`config.mk`:
```
export PLATFORM = sky130hd
export DESIGN_NAME = masked_sbox_input_map
export DESIGN_NICKNAME = d
export VERILOG_FILES = /design/src/rtl/masked_sbox_input_map.sv
export SDC_FILE = /design/constraint.sdc
export NUM_CORES = 1
export LEC_CHECK = 0
export ABC_AREA = 1
export BUFFER_PORTS_ARGS = -buffer_cell sky130_fd_sc_hd__buf_4
export CAP_MARGIN = 15
export CORE_AREA = 4 4 81 64
export DETAILED_ROUTE_END_ITERATION = 10
export DIE_AREA = 0 0 85 68
export PLACE_DENSITY = 0.79
export RECOVER_POWER = 50
export SKIP_CTS_REPAIR_TIMING = 1
export SYNTH_ARGS = -nofsm -noshare
export SYNTH_HDL_FRONTEND = slang
export SYNTH_SLANG_ARGS = --single-unit
export TNS_END_PERCENT = 30
```
`constraint.sdc`:
```
create_clock -name clk -period 1.41 [get_ports clk]
set_clock_uncertainty 0.2 [all_clocks]
set_input_delay 0.141 -clock clk [delete_from_list [all_inputs] [get_ports clk]]
set_output_delay 0.141 -clock clk [all_outputs]
set_load 0.01 [all_outputs]
```
`src/rtl/masked_sbox_input_map.sv`:
```
// ---------------------------------------------------------------------------
// masked_sbox_input_map
//
// Input-side linear stage of a 2-share masked Canright AES S-box. Each
// Boolean share of a polynomial-basis byte is mapped into the tower-field
// GF((2^4)^2) basis that feeds the masked inverter. In inverse (InvSubBytes)
// mode the affine constant 0x63 is first removed from share 0, and the
// inverse-cipher basis change is used instead of the forward one.
//
// Two-stage valid/ready pipeline:
//   stage 1 : basis change of both shares (registered)
//   stage 2 : optional share refresh with fresh randomness (registered)
//
// Parameters
//   REFRESH   1: XOR rnd into both shares on the stage1->stage2 transfer
//             0: stage 2 is a plain register
//
// Ports
//   clk        in   1  clock
//   rst        in   1  synchronous active-high reset
//   in_valid   in   1  input byte present
//   in_ready   out  1  stage 1 can accept this cycle
//   inv_mode   in   1  0 = forward map, 1 = inverse map (sampled with data)
//   sin0       in   8  share 0, polynomial basis
//   sin1       in   8  share 1, polynomial basis
//   rnd        in   8  fresh randomness, sampled on stage1->stage2 transfer
//   out_valid  out  1  stage 2 holds valid data
//   out_ready  in   1  downstream accepts
//   out_inv    out  1  inv_mode carried with the data
//   sout0      out  8  share 0, tower basis
//   sout1      out  8  share 1, tower basis
// ---------------------------------------------------------------------------
module masked_sbox_input_map #(
    parameter bit REFRESH = 1'b1
) (
    input  logic       clk,
    input  logic       rst,
    input  logic       in_valid,
    output logic       in_ready,
    input  logic       inv_mode,
    input  logic [7:0] sin0,
    input  logic [7:0] sin1,
    input  logic [7:0] rnd,
    output logic       out_valid,
    input  logic       out_ready,
    output logic       out_inv,
    output logic [7:0] sout0,
    output logic [7:0] sout1
);

    // Basis tables packed so that input bit i selects byte lane i:
    // lane 0 holds the last table entry, lane 7 the first.
    localparam logic [63:0] A2X_TBL  = 64'h98F3_F248_0981_A9FF;
    localparam logic [63:0] S2X_TBL  = 64'h8C79_05EB_1204_5153;
    localparam logic [7:0]  AFFINE_C = 8'h63;

    // GF(2)-linear basis change: XOR of the table rows selected by x.
    function automatic logic [7:0] newbasis(input logic [7:0] x, input logic [63:0] tbl);
        logic [7:0] y;
        y = 8'h00;
        for (int i = 0; i < 8; i++) begin
            if (x[i]) begin
                y = y ^ tbl[8*i +: 8];
            end else begin
                y = y;
            end
        end
        return y;
    endfunction

    // Stage registers
    logic       r_s1_valid;
    logic       r_s1_inv;
    logic [7:0] r_s1_d0;
    logic [7:0] r_s1_d1;
    logic       r_s2_valid;
    logic       r_s2_inv;
    logic [7:0] r_s2_d0;
    logic [7:0] r_s2_d1;

    // Handshake and datapath wires
    logic       w_s2_adv;
    logic       w_s1_adv;
    logic       w_in_ready;
    logic       w_accept;
    logic [7:0] w_map0;
    logic [7:0] w_map1;
    logic [7:0] w_refresh;

    assign w_s2_adv   = (!r_s2_valid) || out_ready;
    assign w_s1_adv   = r_s1_valid && w_s2_adv;
    assign w_in_ready = (!r_s1_valid) || w_s2_adv;
    assign w_accept   = in_valid && w_in_ready;
    assign w_refresh  = REFRESH ? rnd : 8'h00;

    // Per-share basis change; the affine constant is removed from share 0
    // only so the two shares are never combined.
    always_comb begin
        w_map0 = 8'h00;
        w_map1 = 8'h00;
        if (inv_mode) begin
            w_map0 = newbasis(sin0 ^ AFFINE_C, S2X_TBL);
            w_map1 = newbasis(sin1, S2X_TBL);
        end else begin
            w_map0 = newbasis(sin0, A2X_TBL);
            w_map1 = newbasis(sin1, A2X_TBL);
        end
    end

    // Stage 1: capture mapped shares on accept; data holds otherwise.
    always_ff @(posedge clk) begin
        if (rst) begin
            r_s1_valid <= 1'b0;
            r_s1_inv   <= 1'b0;
            r_s1_d0    <= 8'h00;
            r_s1_d1    <= 8'h00;
        end else begin
            if (w_accept) begin
                r_s1_valid <= 1'b1;
                r_s1_inv   <= inv_mode;
                r_s1_d0    <= w_map0;
                r_s1_d1    <= w_map1;
            end else if (w_s1_adv) begin
                r_s1_valid <= 1'b0;
            end else begin
                r_s1_valid <= r_s1_valid;
            end
        end
    end

    // Stage 2: refresh both shares with the same mask on transfer from stage 1.
    always_ff @(posedge clk) begin
        if (rst) begin
            r_s2_valid <= 1'b0;
            r_s2_inv   <= 1'b0;
            r_s2_d0    <= 8'h00;
            r_s2_d1    <= 8'h00;
        end else begin
            if (w_s1_adv) begin
                r_s2_valid <= 1'b1;
                r_s2_inv   <= r_s1_inv;
                r_s2_d0    <= r_s1_d0 ^ w_refresh;
                r_s2_d1    <= r_s1_d1 ^ w_refresh;
            end else if (out_ready) begin
                r_s2_valid <= 1'b0;
            end else begin
                r_s2_valid <= r_s2_valid;
            end
        end
    end

    assign in_ready  = w_in_ready;
    assign out_valid = r_s2_valid;
    assign out_inv   = r_s2_inv;
    assign sout0     = r_s2_d0;
    assign sout1     = r_s2_d1;

endmodule

```
==> flow_metrics.env <==
export IMPL_status="finished, violations left"
export IMPL_violations="hold timing"
export IMPL_r2r_cells=6
export IMPL_min_to="out_valid$_SDFFE_PP0P_"
export IMPL_hold_viol_final=5
export IMPL_synth_edff_count=0
export IMPL_synth_common_cells="nand2_1, dfxtp_1, o21ai_0"
export IMPL_synthFlopType="dfxtp_1"
export IMPL_cts_buffers=5
export IMPL_hold_ws_ns=-0.0550
export IMPL_crit_chain="nand3_2, nand2_4, nor2_4, inv_2, o21ai_0, nor2_1"
export IMPL_p_seq_frac=0.430
export IMPL_slowest_stage="dfxtp_2"
export IMPL_nets=394
export IMPL_swShare=0.299
export IMPL_clk_pin_slew_ns=0.07
export IMPL_antenna_left=0
export IMPL_rsz0062_at_grt="yes"
export IMPL_synth_compound_area_frac=0.174
export IMPL_worst_pin_slew_ns=0.264
export IMPL_portBuffers=47
export IMPL_antenna_found_initial=0
export IMPL_die_width_um=85
export IMPL_worst_setup_path_start_kind="flip-flop"
export IMPL_die_h_um=68
export IMPL_netlist_area_um2=2080
export IMPL_ioPinCount=48
export IMPL_drive_above_1_share=0.252
export IMPL_crit_family="simple AND/OR/NAND/NOR gates"
export IMPL_grt_overflow=0
export IMPL_place_gp_congestion=0.868
export IMPL_place_inst=406
export IMPL_layoutNonFillerInstCount=422
export IMPL_clockBufferDepth=2
export IMPL_antenna_diode_count=0
export IMPL_min_path_cells=4
export IMPL_r2r_start="out_valid$_SDFFE_PP0P_"
export IMPL_path_class="flip-flop to flip-flop"
export IMPL_totalWireLength_mm=5.53
export IMPL_fmax_mhz=730
export IMPL_n_fill_cell=389
export IMPL_period_share=0.972
export IMPL_slowest_delay_ns=0.32
export IMPL_vias_per_cell=5.07
export IMPL_synthXorXnorAreaFrac=0.180
export IMPL_avgSynthCellArea_um2=7.11
export IMPL_synth_top_cell_by_area="dfxtp_1"
export IMPL_yosysTopAreaCellShare=0.347
export IMPL_cts_htree_levels=2
export IMPL_vias=2140
export IMPL_required_ns=1.39
export IMPL_grt_max_degree=35
export IMPL_synth_top_family_by_area="simple AND/OR/NAND/NOR gates"
export IMPL_synth_distinct_cells=24
export IMPL_power_density_nw_per_um2=954
export IMPL_rows=21
export IMPL_synth_area_leaders="dfxtp_1, nand2_1, xnor2_1, o21ai_0, nand3_1"
export IMPL_drt_first_pass_iters=4
export IMPL_crit_buf_inv=1
export IMPL_p_sw_mw=0.806
export IMPL_dieArea_um2=5780
export IMPL_slew_headroom=0.823
export IMPL_synth_adder_area_share=0
export IMPL_yosysWarningCount=0
export IMPL_maxCapViolations=0
export IMPL_clock_latency_ns=0.29
export IMPL_peakVddDrop_mv=0.489
export IMPL_dp_hpwl_mm=4.12
export IMPL_syn_inst=292
export IMPL_ys_ff_latch=36
export IMPL_place_ws_ns=-0.0504
export IMPL_grt_pass1_vias=1861
export IMPL_wl_per_cell_um=13.1
export IMPL_syn2layout_area_growth_pct=36.3
export IMPL_slew_viol_final=0
export IMPL_cts_sinks=36
export IMPL_drc_errors=0
export IMPL_track_usage=0.182
export IMPL_cp_end_kind="flip-flop"
export IMPL_start_util=0.473
export IMPL_worstReg2RegEnd="r_s1_d0[4]$_SDFFE_PP0P_"
export IMPL_muxShareOfSynthArea=0
export IMPL_rrSetupSlack_ns=0.04
export IMPL_hold_class="input pin to flip-flop"
export IMPL_syn_nets=321
export IMPL_setup_viol=0
export IMPL_coreArea_um2=4390
export IMPL_async_reset_ff_frac=0
export IMPL_hp_start="out_ready"
export IMPL_yosysSeqAreaShare=0.347
export IMPL_grt_pass1_wl_mm=8.30
export IMPL_p_leak_nw=1.37
export IMPL_cts_root_buf="clkbuf_8"
export IMPL_yosys_area_share_simple=0.221
export IMPL_drt_iter0_markers=98
export IMPL_yosysMostFrequentCell="nand2_1"
export IMPL_layout_min_cycle_time_ns=1.37
export IMPL_combPwrFrac=0.277
export IMPL_crit_arrival_ns=1.36
export IMPL_path_max_fanout=6
export IMPL_intPower_mw=1.89
export IMPL_fin_ws_ns=0.0393
export IMPL_cts_tree="yes"
export IMPL_clockPowerShare=0.292
==> sequential cells by signal (all words and copies together), names as in the netlist <==
register    cells
out_inv         1
out_valid       1
r_s1_d0         8
r_s1_d1         8
r_s1_inv        1
r_s1_valid      1
sout0           8
sout1           8
==> metal layers <==
metal | vias up | GRT usage | wire length [µm]
li1 | 1097 | - | -
met1 | 977 | 0.236 | 2600
met2 | 54 | 0.305 | 2540
met3 | 12 | 0.0385 | 304
met4 | 0 | 0.0593 | 73
met5 | - | 0 | 0
==> layout by cell type (no fill, tap or decap), drive strengths merged <==
master	synthesis	layout
a22oi	3	3
dlygate4sd3	0	9
o211ai	1	1
o21bai	1	1
dfxtp	36	36
nand3	30	30
xor2	18	18
inv	31	31
nand2	59	59
o221ai	1	1
xnor2	23	23
o21ai	32	32
a211oi	2	2
buf	3	66
nor2	19	19
a21oi	27	27
clkbuf	6	7
==> cells by family (layout without fill, tap and decap cells) <==
logic type / after synthesis / after routing
AND/OR/NAND/NOR: 108 / 108
AO/OA/AOI/OAI: 67 / 67
XOR/XNOR: 41 / 41
buffers and inverters: 40 / 113
flip-flops: 36 / 36
==> stage by stage <==
| step | total power, mW | utilization | setup TNS [ns] | area [µm²] |
|---|---|---|---|---|
| after floorplan | 1.60 | - | -0.0751 | 2090 |
| after CTS | 2.66 | 0.619 | -0.0211 | 2720 |
| final | 2.70 | 0.645 | 0 | 2830 |
| after detailed placement | 1.88 | 0.597 | -0.0872 | 2620 |
| after global routing | 2.83 | 0.645 | -0.112 | 2830 |
| after global placement | 1.87 | 0.597 | 0 | 2620 |
==> worst max path at each step <==
stage,start,endpoint,slack [ns],cells past startpoint
floorplan,out_valid$_SDFFE_PP0P_,r_s1_d1[7]$_SDFFE_PP0P_,-0.02,6
global placement,sin1[0],r_s1_d1[4]$_SDFFE_PP0P_,0.01,9
detailed placement,sin0[0],r_s1_d0[3]$_SDFFE_PP0P_,-0.05,10
CTS,r_s1_valid$_SDFFE_PP0P_,r_s1_d0[3]$_SDFFE_PP0P_,-0.02,6
global route,out_valid$_SDFFE_PP0P_,r_s1_d0[5]$_SDFFE_PP0P_,-0.03,5
finish,out_valid$_SDFFE_PP0P_,r_s1_d0[4]$_SDFFE_PP0P_,0.04,6
==> tightest hold or removal path, cell delays in order <==
cell,delay (ns)
buf_4,0.08
inv_1,0.05
nand2_1,0.07
a21oi_1,0.06
==> power groups by stage <==
stage	combinational, mW	sequential, mW	clock [mW]
after floorplan	0.412	1.18	0
after global placement	0.690	1.18	0
after detailed placement	0.706	1.18	0
after CTS	0.710	1.16	0.793
after global routing	0.831	1.17	0.831
final	0.749	1.16	0.789
==> final cells by class <==
cell class,instances,area [µm²],area share
multi-input combinational,216,1220,0.430
sequential,36,723,0.256
timing repair buffer,75,602,0.213
inverter,31,119,0.0420
clock buffer,7,96.3,0.0341
tap,57,71.3,0.0252
Note: power is estimated with default switching activity, not from simulation.
